--- src/rtl/operand_issue_pkg.sv ---
// operand_issue_pkg: shared data, opcode and register-address types for the operand issue stage.
package operand_issue_pkg;
    localparam int DATA_W      = 8;
    localparam int ALU_OP_AMT  = 8;
    localparam int REG_AMT_DEF = 8;

    typedef logic [DATA_W-1:0] t_data;
    typedef logic [$clog2(REG_AMT_DEF)-1:0] t_reg_addr;

    typedef enum logic [$clog2(ALU_OP_AMT)-1:0] {
        OP_ADD, OP_SUB, OP_AND, OP_OR, OP_XOR, OP_SLL, OP_SRL, OP_PASS
    } t_opcode;
endpackage

--- src/rtl/operand_issue_reg_file.sv ---
// reg_file: general registers with two async read ports and one sync write port; R0 is hardwired to 0.
module reg_file
    import operand_issue_pkg::*;
#(
    parameter int REG_AMT = REG_AMT_DEF
) (
    input  logic                       clk,
    input  logic                       rst_n,
    input  logic [$clog2(REG_AMT)-1:0] raddr0_i,
    input  logic [$clog2(REG_AMT)-1:0] raddr1_i,
    output t_data                      rdata0_o,
    output t_data                      rdata1_o,
    input  logic                       we_i,
    input  logic [$clog2(REG_AMT)-1:0] waddr_i,
    input  t_data                      wdata_i
);
    t_data regs_q [REG_AMT];

    assign rdata0_o = (raddr0_i == '0) ? '0 : regs_q[raddr0_i];
    assign rdata1_o = (raddr1_i == '0) ? '0 : regs_q[raddr1_i];

    always_ff @(posedge clk) begin
        if (!rst_n) begin
            for (int i = 0; i < REG_AMT; i++) regs_q[i] <= '0;
        end else if (we_i && waddr_i != '0) begin
            regs_q[waddr_i] <= wdata_i;
        end
    end
endmodule

--- src/rtl/operand_issue.sv ---
// operand_issue: reads/forwards ALU operands, stalls on load-use hazards and registers
// the issued operands behind a valid/ready output stage.
module operand_issue
    import operand_issue_pkg::*;
#(
    parameter int REG_AMT = REG_AMT_DEF
) (
    input  logic                       clk,
    input  logic                       rst_n,
    input  logic                       in_valid,
    output logic                       in_ready,
    input  t_opcode                    in_op,
    input  logic [$clog2(REG_AMT)-1:0] in_rd,
    input  logic [$clog2(REG_AMT)-1:0] in_rs1,
    input  logic [$clog2(REG_AMT)-1:0] in_rs2,
    input  t_data                      in_imm,
    input  logic                       in_use_imm,
    input  logic                       in_wr_en,
    input  logic                       ex_wr_en,
    input  logic [$clog2(REG_AMT)-1:0] ex_rd,
    input  t_data                      ex_result,
    input  logic                       ex_is_load,
    input  logic                       wb_en,
    input  logic [$clog2(REG_AMT)-1:0] wb_rd,
    input  t_data                      wb_data,
    input  logic                       flush,
    input  logic                       out_ready,
    output logic                       out_valid,
    output t_data                      A,
    output t_data                      B,
    output t_opcode                    op,
    output logic [$clog2(REG_AMT)-1:0] out_rd,
    output logic                       out_wr_en
);
    localparam int AW = $clog2(REG_AMT);

    t_data rf_rs1, rf_rs2, rs1_val, rs2_val;
    logic ex_fwd_ok, hazard, load_en, accept;
    logic out_valid_q, out_valid_d, out_wr_en_q, out_wr_en_d;
    t_data a_q, a_d, b_q, b_d;
    t_opcode op_q, op_d;
    logic [AW-1:0] rd_q, rd_d;

    reg_file #(.REG_AMT(REG_AMT)) u_reg_file (
        .clk      (clk),
        .rst_n    (rst_n),
        .raddr0_i (in_rs1),
        .raddr1_i (in_rs2),
        .rdata0_o (rf_rs1),
        .rdata1_o (rf_rs2),
        .we_i     (wb_en),
        .waddr_i  (wb_rd),
        .wdata_i  (wb_data)
    );

    // A load in EX has no result yet, so it can only be covered by stalling.
    assign ex_fwd_ok = ex_wr_en && !ex_is_load;
    assign rs1_val = (in_rs1 == '0) ? '0 :
                     (ex_fwd_ok && ex_rd == in_rs1) ? ex_result :
                     (wb_en && wb_rd == in_rs1) ? wb_data : rf_rs1;
    assign rs2_val = (in_rs2 == '0) ? '0 :
                     (ex_fwd_ok && ex_rd == in_rs2) ? ex_result :
                     (wb_en && wb_rd == in_rs2) ? wb_data : rf_rs2;

    assign hazard = in_valid && ex_is_load && ex_wr_en && ex_rd != '0 &&
                    (ex_rd == in_rs1 || (!in_use_imm && ex_rd == in_rs2));
    assign load_en  = !out_valid_q || out_ready;
    assign in_ready = rst_n && load_en && !hazard && !flush;
    assign accept   = in_valid && in_ready;

    always_comb begin
        out_valid_d = out_valid_q;
        out_wr_en_d = out_wr_en_q;
        a_d = a_q;
        b_d = b_q;
        op_d = op_q;
        rd_d = rd_q;
        if (flush) begin
            out_valid_d = 1'b0;
            out_wr_en_d = 1'b0;
        end else if (load_en) begin
            out_valid_d = accept;
            out_wr_en_d = accept && in_wr_en;
            a_d = rs1_val;
            b_d = in_use_imm ? in_imm : rs2_val;
            op_d = in_op;
            rd_d = in_rd;
        end
    end

    always_ff @(posedge clk) begin
        if (!rst_n) begin
            out_valid_q <= 1'b0;
            out_wr_en_q <= 1'b0;
            a_q <= '0;
            b_q <= '0;
            op_q <= op_q.first();
            rd_q <= '0;
        end else begin
            out_valid_q <= out_valid_d;
            out_wr_en_q <= out_wr_en_d;
            a_q <= a_d;
            b_q <= b_d;
            op_q <= op_d;
            rd_q <= rd_d;
        end
    end

    assign out_valid = out_valid_q;
    assign out_wr_en = out_wr_en_q;
    assign A = a_q;
    assign B = b_q;
    assign op = op_q;
    assign out_rd = rd_q;
endmodule

--- config.mk ---
export PLATFORM = sky130hd
export DESIGN_NAME = operand_issue
export DESIGN_NICKNAME = d
export VERILOG_FILES = /design/src/rtl/operand_issue_pkg.sv /design/src/rtl/operand_issue_reg_file.sv /design/src/rtl/operand_issue.sv
export SDC_FILE = /design/constraint.sdc
export NUM_CORES = 1
export LEC_CHECK = 0
export ABC_AREA = 1
export BUFFER_PORTS_ARGS = -buffer_cell sky130_fd_sc_hd__buf_2
export CORE_ASPECT_RATIO = 1.4
export CORE_MARGIN = 4
export CORE_UTILIZATION = 62
export DETAILED_ROUTE_END_ITERATION = 12
export PLACE_DENSITY = 0.93
export SKIP_LAST_GASP = 1
export SLEW_MARGIN = 0
export SYNTH_ARGS = -nofsm -noshare
export SYNTH_HDL_FRONTEND = slang
export SYNTH_SLANG_ARGS = --single-unit
--- constraint.sdc ---
create_clock -name clk -period 2.46 [get_ports clk]
set_input_delay 0.123 -clock clk [delete_from_list [all_inputs] [get_ports clk]]
set_output_delay 0.123 -clock clk [all_outputs]
set_load 0.01 [all_outputs]
==> results of run 1 <==
==> cell type report <==
class                           instances  area, µm²
Multi-Input combinational cell        524       2450
Fill cell                             660       2320
Tap cell                              102        128
Timing Repair Buffer                   80        410
Sequential cell                        88       2400
Clock inverter                          6       67.6
Clock buffer                           10        229
Inverter                               62        238
==> worst register-to-register path: stages (launching register included) <==
cell	delay, ps
sky130_fd_sc_hd__dfxtp_1	310
sky130_fd_sc_hd__inv_1	40
sky130_fd_sc_hd__nor2_1	60
sky130_fd_sc_hd__nor2_2	390
sky130_fd_sc_hd__inv_2	300
sky130_fd_sc_hd__a31oi_4	320
sky130_fd_sc_hd__nand2_1	90
sky130_fd_sc_hd__clkinv_1	50
sky130_fd_sc_hd__nand2_1	40
sky130_fd_sc_hd__a21oi_1	150
==> state kept, by name (all words and copies together), names as in the netlist <==
signal and flops:
u_reg_file.regs_q 64, A 8, B 8, op 3, out_rd 3, out_valid 1
out_wr_en 1
==> placed cells by master (no fill, tap or decap), types with 5 or more instances in the layout <==
cell and n:
sky130_fd_sc_hd__inv_2 6, sky130_fd_sc_hd__nand3_1 109, sky130_fd_sc_hd__a21oi_2 6, sky130_fd_sc_hd__clkbuf_16 9
sky130_fd_sc_hd__edfxtp_1 64, sky130_fd_sc_hd__clkinv_1 7, sky130_fd_sc_hd__inv_1 47, sky130_fd_sc_hd__nor2_1 94
sky130_fd_sc_hd__dfxtp_1 24, sky130_fd_sc_hd__nand4_1 10, sky130_fd_sc_hd__nor2_4 6, sky130_fd_sc_hd__o21ai_0 28
sky130_fd_sc_hd__conb_1 8, sky130_fd_sc_hd__nand2_2 5, sky130_fd_sc_hd__a21oi_1 21, sky130_fd_sc_hd__nand2_1 208
sky130_fd_sc_hd__buf_2 76, sky130_fd_sc_hd__o211ai_1 6
==> power by group through the flow <==
stage	Clock, mW	Combinational [mW]	Sequential (mW)
2_1_floorplan	0	0.422	1.77
3_3_place_gp	0	0.613	1.77
3_5_place_dp	0	0.626	1.78
4_1_cts	1.38	0.630	1.75
5_1_grt	1.45	0.703	1.76
6_report	1.38	0.640	1.75
==> worst paths after layout <==
check | to | slack [ps]
hold / removal | op[1]$_SDFFE_PN0P_ | 6
setup / recovery | A[7]$_SDFFE_PN0P_ | 600
hold reg to reg | A[0]$_SDFFE_PN0P_ | 470
setup reg to reg | A[7]$_SDFFE_PN0P_ | 600
==> routing by layer <==
| layer | up-vias | global-route usage | share of wire |
|---|---|---|---|
| met5 | - | 0 | 0 |
| met4 | 0 | 0.151 | 0.043 |
| met3 | 47 | 0.0714 | 0.12 |
| met2 | 348 | 0.523 | 0.47 |
| met1 | 2257 | 0.405 | 0.37 |
| li1 | 2419 | - | - |
==> cells by family (layout without fill, tap and decap cells) <==
logic type	after synthesis	count (layout)	share of synthesized area
AOI/OAI and AO/OA	70	70	0.0798
xor gates and xnor gates	7	7	0.0144
and+or+nand+nor	439	439	0.364
buffers and inverters	92	158	0.0860
other	1	8	0.000710
DFF	88	88	0.455
==> metrics, run 1 <==
tightest slew margin relative to the limit=0.591; leading area contributor after synthesis=sky130_fd_sc_hd__edfxtp_1; Final Routed Wirelength=15.5 mm; final weighted congestion in routability-driven placement=0.987; setup slack after placement=632 ps; largest net degree at the start of global routing=38; fraction of power consumed by the clock network=0.366; Worst Skew=11.4 ps; total setup violations reported at the end of the flow=0; minimum period implied by the final worst setup slack=1860 ps; final instance count without filler cells=872; Worst Path Required=2720 ps; most instantiated flip-flop cell in the synthesis netlist=sky130_fd_sc_hd__edfxtp_1; number of optimization iterations in the first detailed-route pass=6; count of warnings emitted by yosys=0; average cell area after synthesis=7.58 µm²; core outline area=8250 µm²; TritonCTS clock tree=built; largest stage delay on the critical path=390 ps; CTS Buf Count=9; net switching share of the total power=0.287; root cell of the clock tree=sky130_fd_sc_hd__clkbuf_16; async set-reset flop share out of synthesis=0; cell area after placement=5630 µm²; run status=finished clean; count of cells resized by post-cts repair=0; Hold Worst Slack=5.57 ps; unrepaired setup endpoints after global routing=no; initial antenna violation count=0; via count of the first global-routing pass=4606; number of setup buffers added after CTS=0; start-to-end type of the worst setup path=reg -> reg; critical path depth in cells=9; count of different cell masters after synthesis=36; summed area of non-filler cells in the final layout=5930 µm²; kind of cell adding the most delay to the critical path=simple AND/OR/NAND/NOR gates; Final WS setup=600 ps; max-slew violation count=0; Net count, final=817; sequential area share after synthesis=0.455; biggest fanout along the worst timing path=23; Setup crit start kind=flip-flop; ranking of synthesized cells by instance count=208 x sky130_fd_sc_hd__nand2_1, 109 x sky130_fd_sc_hd__nand3_1, 94 x sky130_fd_sc_hd__nor2_1, 64 x sky130_fd_sc_hd__edfxtp_1, 47 x sky130_fd_sc_hd__inv_1; area of the mapped netlist=5280 µm²; max-cap violations=0; leakage power of the design=2.74 nW; areal power density over the cells=635 nW/µm²; number of synthesized register bits=88; Detailed Route Iter0 Violations=700; top post-synthesis cells by area=sky130_fd_sc_hd__edfxtp_1 36%, sky130_fd_sc_hd__nand2_1 15%, sky130_fd_sc_hd__nand3_1 10%; Worst Max-Slew Pin Slew=611 ps; # H-tree levels=3; Psw=1.08 mW; sequential power share=0.464; type of the tightest min-delay check=in -> reg; I/O pins=77; number of antenna diodes=0; Final Hold Violating Endpoints=0; maximum number of buffers from clock root to sink=2; number of placed instances with taps included=856; All-Layer GR Usage=0.320; Placement Rows=39; maximum achievable frequency=0.538 GHz; number of buffers and inverters on the critical path=3; area share of the largest cell type after synthesis=0.364; number of antenna-violating nets in the routed design=0; clock-pin slew on the worst setup and hold paths=70 ps; DRC violation count after routing=0; post-DR wirelength/cell=17.7 µm; data arrival time at the worst-slack endpoint=2120 ps; cell seen most often among critical-path stages=sky130_fd_sc_hd__nand2_1; reg-to-reg startpoint=out_valid$_SDFFE_PP0N_; number of hold buffers added after CTS=0; effective utilization at floorplan=0.641; internal power=2.69 mW; share of the core filled with cells in the final layout=0.719; combinational share of power=0.170; start point of the critical path=out_valid$_SDFFE_PP0N_; number of vias in the routed layout=5071; wire length of the first global-routing pass=24.4 mm; total clock sinks=88; Power Total=3.77 mW; Clk Latency, worst-skew pair=350 ps; total overflow reported by the global router=0; fraction of final layout cells sized beyond drive strength 1=0.173; Setup Total Neg Slack=0 ps; critical path endpoint category=flip-flop; HPWL reported at the end of detailed placement=11.5 mm; Die Footprint=10100 µm²; routed vias/inst=5.82; dominant cell by count in the synthesized netlist=sky130_fd_sc_hd__nand2_1; Worst Reg-to-Reg Cells=9; total of buffers placed on input and output ports=76; die boundary width=86.0 µm; height of the die=117 µm; Cell Chain, Critical Path=inv_1 -> nor2_1 -> nor2_2 -> inv_2 -> a31oi_4 -> nand2_1 -> clkinv_1 -> nand2_1 -> a21oi_1; cell with the biggest individual delay on the critical path=sky130_fd_sc_hd__nor2_2; cell count after synthesis=697; hold path startpoint=in_op[1]; number of synthesized flops with an enable pin=64; area grow syn2layout=12.2%; share of the clock period used by the worst path=0.756; Worst IR Drop VDD=657 µV; instance count along the most critical hold path=3
No activity file was read; power rests on OpenSTA's default activity.
==> inputs of run 2 (changes only) <==
--- a/config.mk
+++ b/config.mk
@@ -9,9 +9,9 @@
 export BUFFER_PORTS_ARGS = -buffer_cell sky130_fd_sc_hd__buf_2
 export CORE_ASPECT_RATIO = 1.4
 export CORE_MARGIN = 4
-export CORE_UTILIZATION = 62
+export CORE_UTILIZATION = 52
 export DETAILED_ROUTE_END_ITERATION = 12
-export PLACE_DENSITY = 0.93
+export PLACE_DENSITY = 0.84
 export SKIP_LAST_GASP = 1
 export SLEW_MARGIN = 0
 export SYNTH_ARGS = -nofsm -noshare
==> constraint.sdc (replaced) <==
create_clock -name clk -period 1.5 [get_ports clk]
set_input_delay 0.075 -clock clk [delete_from_list [all_inputs] [get_ports clk]]
set_output_delay 0.075 -clock clk [all_outputs]
set_load 0.01 [all_outputs]
==> metrics, run 2 (synthesis results as in run 1) <==
total setup violations reported at the end of the flow=0 (unchanged); number of optimization iterations in the first detailed-route pass=6 (unchanged); Placement Rows=43 (+10%); Worst IR Drop VDD=595 µV (-9.3%); final weighted congestion in routability-driven placement=1.01 (+2.0%); Final Hold Violating Endpoints=0 (unchanged); total overflow reported by the global router=0 (unchanged); cell area after placement=5910 µm² (+5.0%); setup slack after placement=38.8 ps (-593 ps); Detailed Route Iter0 Violations=545 (-22%); number of placed instances with taps included=919 (+7.4%); leakage power of the design=2.95 nW (+7.5%); Clk Latency, worst-skew pair=340 ps (about the same); share of the clock period used by the worst path=0.896; most frequent standard cell in the layout excluding fill and tap cells=sky130_fd_sc_hd__nand2_1; run status=finished clean; net switching share of the total power=0.272 (-0.0147); highest-count cells in the layout ignoring fill and taps=208 x sky130_fd_sc_hd__nand2_1, 109 x sky130_fd_sc_hd__nand3_1, 93 x sky130_fd_sc_hd__nor2_1; Worst Path Required=1420 ps (-1300 ps); combinational share of power=0.174 (+0.004); post-DR wirelength/cell=17.9 µm (+0.99%); height of the die=127 µm (+8.6%); final instance count without filler cells=942 (+8.0%); core outline area=9900 µm² (+20%); fraction of final layout cells sized beyond drive strength 1=0.202 (+0.0293); share of the core filled with cells in the final layout=0.639 (-0.0798); # H-tree levels=3 (unchanged); largest register by flop count=u_reg_file.regs_q; wire length of the first global-routing pass=26.4 mm (+8.3%); Setup crit start kind=flip-flop; number of antenna diodes=0 (unchanged); number of vias in the routed layout=5278 (+4.1%); TritonCTS clock tree=built; total clock sinks=88 (unchanged); type of the tightest min-delay check=in -> reg; maximum number of buffers from clock root to sink=2 (unchanged); HPWL reported at the end of detailed placement=12.8 mm (+11%); root cell of the clock tree=sky130_fd_sc_hd__clkbuf_16; Worst Skew=7.12 ps (-4.29 ps); Final Routed Wirelength=16.9 mm (+9.1%); Hold Worst Slack=14.4 ps (+8.87 ps); areal power density over the cells=1040 nW/µm² (+64%); initial antenna violation count=0 (unchanged); Final WS setup=156 ps (-444 ps); internal power=4.80 mW (+79%); summed area of non-filler cells in the final layout=6320 µm² (+6.7%); DRC violation count after routing=0 (unchanged); Net count, final=854 (+4.5%); CTS Buf Count=9 (unchanged); number of antenna-violating nets in the routed design=0 (unchanged); minimum period implied by the final worst setup slack=1340 ps; flip-flop count of the largest register, all copies and words added=64 (unchanged); maximum achievable frequency=0.744 GHz; All-Layer GR Usage=0.291 (-0.0296); clock-pin slew on the worst setup and hold paths=70 ps (about the same); Setup Total Neg Slack=0 ps (unchanged); data arrival time at the worst-slack endpoint=1270 ps (-850 ps); Die Footprint=11900 µm² (+18%); max-cap violations=0 (unchanged); biggest fanout along the worst timing path=4 (-83%); start-to-end type of the worst setup path=reg -> out; I/O pins=77 (unchanged); critical path endpoint category=primary output; max-slew violation count=0 (unchanged); fraction of power consumed by the clock network=0.392 (+0.026); Power Total=6.60 mW (+75%); effective utilization at floorplan=0.534 (-0.107); area grow syn2layout=19.7%; sequential power share=0.434 (-0.030); largest net degree at the start of global routing=23 (-39%); Psw=1.80 mW (+66%); die boundary width=93.2 µm (+8.3%); unrepaired setup endpoints after global routing=no; via count of the first global-routing pass=5120 (+11%); routed vias/inst=5.60 (-3.7%); total of buffers placed on input and output ports=76 (unchanged)
==> run 2: area by class of cell <==
type / count / area, µm²
Multi-Input combinational cell: 524 / 2450
Sequential cell: 88 / 2400
Tap cell: 135 / 169
Clock inverter: 7 / 118
Inverter: 62 / 238
Fill cell: 893 / 3570
Timing Repair Buffer: 117 / 718
Clock buffer: 9 / 225
==> run 2: critical path, stage by stage (launching register included) <==
cell and delay (ps):
sky130_fd_sc_hd__dfxtp_1 310, sky130_fd_sc_hd__inv_1 60, sky130_fd_sc_hd__nor2_2 50, sky130_fd_sc_hd__nor2_1 160, sky130_fd_sc_hd__a21boi_0 190, sky130_fd_sc_hd__buf_2 160
==> run 2: worst paths after layout <==
path,start,endpoint,slack (ps),cells past startpoint
setup / recovery,out_valid$_SDFFE_PP0N_,in_ready,160,5
hold / removal,out_ready,out_wr_en$_SDFFE_PP0N_,10,4
setup reg to reg,out_valid$_SDFFE_PP0N_,A[3]$_SDFFE_PN0P_,200,9
hold reg to reg,out_wr_en$_SDFFE_PP0N_,out_wr_en$_SDFFE_PP0N_,460,2
==> run 2: routing by layer <==
metal,wire (µm),part of all wire,track usage
met5,0,0,0
met4,1130,0.067,0.197
met3,1220,0.072,0.0412
met2,8010,0.48,0.482
met1,6510,0.39,0.348
==> run 2: power groups by stage <==
stage | Sequential (mW) | Combinational, mW | Clock (mW)
final | 2.87 | 1.15 | 2.59
after detailed placement | 2.91 | 1.11 | 0
after global placement | 2.91 | 1.09 | 0
after global routing | 2.88 | 1.26 | 2.70
after CTS | 2.86 | 1.13 | 2.61
after floorplan | 2.91 | 0.691 | 0
==> run 2: repair_timing <==
action,in CTS,in global routing
buffers inserted,0,0
hold buffers,7,0
resized for setup,0,1
endpoints found under the hold margin,7,0
setup endpoints to repair,0,1
==> inputs of run 3 (changes only) <==
--- a/config.mk
+++ b/config.mk
@@ -8,7 +8,6 @@
 export ABC_AREA = 1
 export BUFFER_PORTS_ARGS = -buffer_cell sky130_fd_sc_hd__buf_2
 export CORE_ASPECT_RATIO = 1.4
-export CORE_MARGIN = 4
 export CORE_UTILIZATION = 52
 export DETAILED_ROUTE_END_ITERATION = 12
 export PLACE_DENSITY = 0.84
==> metrics, run 3 (synthesis results as in run 1) <==
post-DR wirelength/cell=17.6 µm (-1.7%); max-cap violations=0 (unchanged); biggest fanout along the worst timing path=4 (unchanged); All-Layer GR Usage=0.324 (+0.0331); Worst Reg-to-Reg Cells=9 (unchanged); total setup violations reported at the end of the flow=0 (unchanged); core outline area=9900 µm² (unchanged); largest register by flop count=u_reg_file.regs_q; start-to-end type of the worst setup path=reg -> out; wire length on met1=6.30 mm (-3.3%); HPWL reported at the end of detailed placement=12.4 mm (-3.2%); Final Hold Violating Endpoints=0 (unchanged); CTS Buf Count=9 (unchanged); routed vias/inst=5.57 (-0.68%); number of buffers and inverters on the critical path=2 (unchanged); number of antenna-violating nets in the routed design=0 (unchanged); Worst Skew=9.74 ps (+2.62 ps); # H-tree levels=3 (unchanged); number of setup buffers added after CTS=0 (unchanged); combinational share of power=0.183 (+0.009); leakage power of the design=2.93 nW (-0.79%); kind of cell adding the most delay to the critical path=flip-flops; capturing element of the worst setup path=in_ready; height of the die=121 µm (-4.7%); start point of the critical path=out_valid$_SDFFE_PP0N_; data arrival time at the worst-slack endpoint=1290 ps (+20 ps); critical path depth in cells=5 (unchanged); Setup Total Neg Slack=0 ps (unchanged); cell with the biggest individual delay on the critical path=sky130_fd_sc_hd__dfxtp_1; fraction of power consumed by the clock network=0.360 (-0.032); number of antenna diodes=0 (unchanged); net switching share of the total power=0.288 (+0.0162); internal power=4.47 mW (-7.0%); areal power density over the cells=997 nW/µm² (-4.4%); DRC violation count after routing=0 (unchanged); detailed-routed wire length on met2=7.94 mm (-0.86%); clock-pin slew on the worst setup and hold paths=70 ps (about the same); max-slew violation count=0 (unchanged); largest net degree at the start of global routing=38 (+65%); maximum number of buffers from clock root to sink=2 (unchanged); number of optimization iterations in the first detailed-route pass=5 (-1); highest-count cells in the layout ignoring fill and taps=208 x sky130_fd_sc_hd__nand2_1, 109 x sky130_fd_sc_hd__nand3_1, 93 x sky130_fd_sc_hd__nor2_1; Final WS setup=130 ps (-25.6 ps); Final Routed Wirelength=16.5 mm (-2.1%); Worst Path Required=1420 ps (about the same); fraction of final layout cells sized beyond drive strength 1=0.202 (-0.000239); type of the tightest min-delay check=in -> reg; setup slack after placement=65.8 ps (+26.9 ps); maximum achievable frequency=0.730 GHz (-1.9%); Psw=1.81 mW (+0.79%); effective utilization at floorplan=0.534 (unchanged); Register-to-Register Setup Slack=170 ps (-30 ps); Setup crit start kind=flip-flop; critical path endpoint category=primary output; Die Footprint=10600 µm² (-11%); TritonCTS clock tree=built; wire length of the first global-routing pass=25.0 mm (-5.3%); flip-flop count of the largest register, all copies and words added=64 (unchanged); most frequent standard cell in the layout excluding fill and tap cells=sky130_fd_sc_hd__nand2_1; Clk Latency, worst-skew pair=350 ps (about the same); via count of the first global-routing pass=4792 (-6.4%); area grow syn2layout=19.2%; initial antenna violation count=0 (unchanged); total of buffers placed on input and output ports=76 (unchanged); die boundary width=87.2 µm (-6.4%); Net count, final=850 (-0.47%); number of vias in the routed layout=5220 (-1.1%); Placement Rows=43 (unchanged); Cell Chain, Critical Path=inv_1 -> nor2_2 -> nor2_1 -> a21boi_1 -> buf_2; I/O pins=77 (unchanged); Detailed Route Iter0 Violations=526 (-3.5%); met3 WL=1.37 mm (+12%); share of the clock period used by the worst path=0.913 (+0.0171); largest stage delay on the critical path=310 ps (about the same); total clock sinks=88 (unchanged); unrepaired setup endpoints after global routing=no; Worst IR Drop VDD=631 µV (+6.0%); final weighted congestion in routability-driven placement=1.00 (-0.30%); highest metal layer used by the detailed router=met4; run status=finished clean; total overflow reported by the global router=0 (unchanged); root cell of the clock tree=sky130_fd_sc_hd__clkbuf_16; sequential power share=0.457 (+0.023); minimum period implied by the final worst setup slack=1370 ps (+25.6 ps); endpoint of the lowest-slack register-to-register path=A[4]$_SDFFE_PN0P_; reg-to-reg startpoint=out_valid$_SDFFE_PP0N_
-- run 3: changes by cell type in the layout (fill, tap and decap cells not counted), moves of 2 or more --
cell,before,now
sky130_fd_sc_hd__clkinv_2,0,2
sky130_fd_sc_hd__buf_12,1,5
sky130_fd_sc_hd__buf_4,33,26
sky130_fd_sc_hd__bufinv_16,3,1
sky130_fd_sc_hd__clkinv_1,9,7
-- run 3: area by class of cell --
type / instances / area, µm²
repair buffers: 113 / 736
inverters: 62 / 238
flip-flops and latches: 88 / 2400
clock inverters: 7 / 70.1
clock buffers: 9 / 225
multi-input cells: 524 / 2450
fillers: 882 / 3600
well taps: 135 / 169
-- run 3: worst register-to-register path: stages (launching register included) --
cell and delay, ps:
sky130_fd_sc_hd__dfxtp_1 310, sky130_fd_sc_hd__inv_1 60, sky130_fd_sc_hd__nor2_2 50, sky130_fd_sc_hd__nor2_2 150
sky130_fd_sc_hd__inv_2 110, sky130_fd_sc_hd__a31oi_4 260, sky130_fd_sc_hd__nand2_1 90, sky130_fd_sc_hd__clkinv_1 50
sky130_fd_sc_hd__nand2_1 60, sky130_fd_sc_hd__a21oi_1 120
-- run 3: timing repair --
item,in CTS,in global routing
setup endpoints to repair,0,1
hold buffers,6,0
hold endpoints to repair,6,0
resized for setup,0,2
-- run 3: routing by layer --
layer	vias up	GRT usage
met3	55	0.0524
met2	300	0.546
li1	2487	-
met1	2378	0.385
met4	0	0.192
met5	-	0
-- run 3: stage by stage --
stage,utilization,instances,hold slack [ps],power [mW],area [µm²]
2_1_floorplan,-,704,210,3.60,5310
3_3_place_gp,0.600,916,298,4.00,5940
3_5_place_dp,0.600,916,307,4.03,5940
4_1_cts,0.636,938,19.2,6.26,6290
5_1_grt,0.636,938,22.4,6.49,6290
6_report,0.636,938,1.18,6.28,6290
-- run 3: power by group through the flow --
stage                     combinational [mW]  sequential [mW]  clock [mW]
after detailed placement                1.11             2.91           0
after global routing                    1.26             2.88        2.36
final                                   1.15             2.87        2.26
after floorplan                        0.691             2.91           0
after CTS                               1.13             2.86        2.27
after global placement                  1.09             2.91           0
-- run 3: how the worst min path moves through the flow --
stage                    from                endpoint  slack (ps)  cells past startpoint
floorplan            in_op[0]      op[0]$_SDFFE_PN0P_         210                      2
global placement     in_op[2]      op[2]$_SDFFE_PN0P_         300                      3
detailed placement   in_op[0]      op[0]$_SDFFE_PN0P_         310                      3
CTS                 in_imm[3]       B[3]$_SDFFE_PN0P_          20                      3
global route        out_ready  out_wr_en$_SDFFE_PP0N_          20                      4
finish              out_ready  out_wr_en$_SDFFE_PP0N_           1                      4
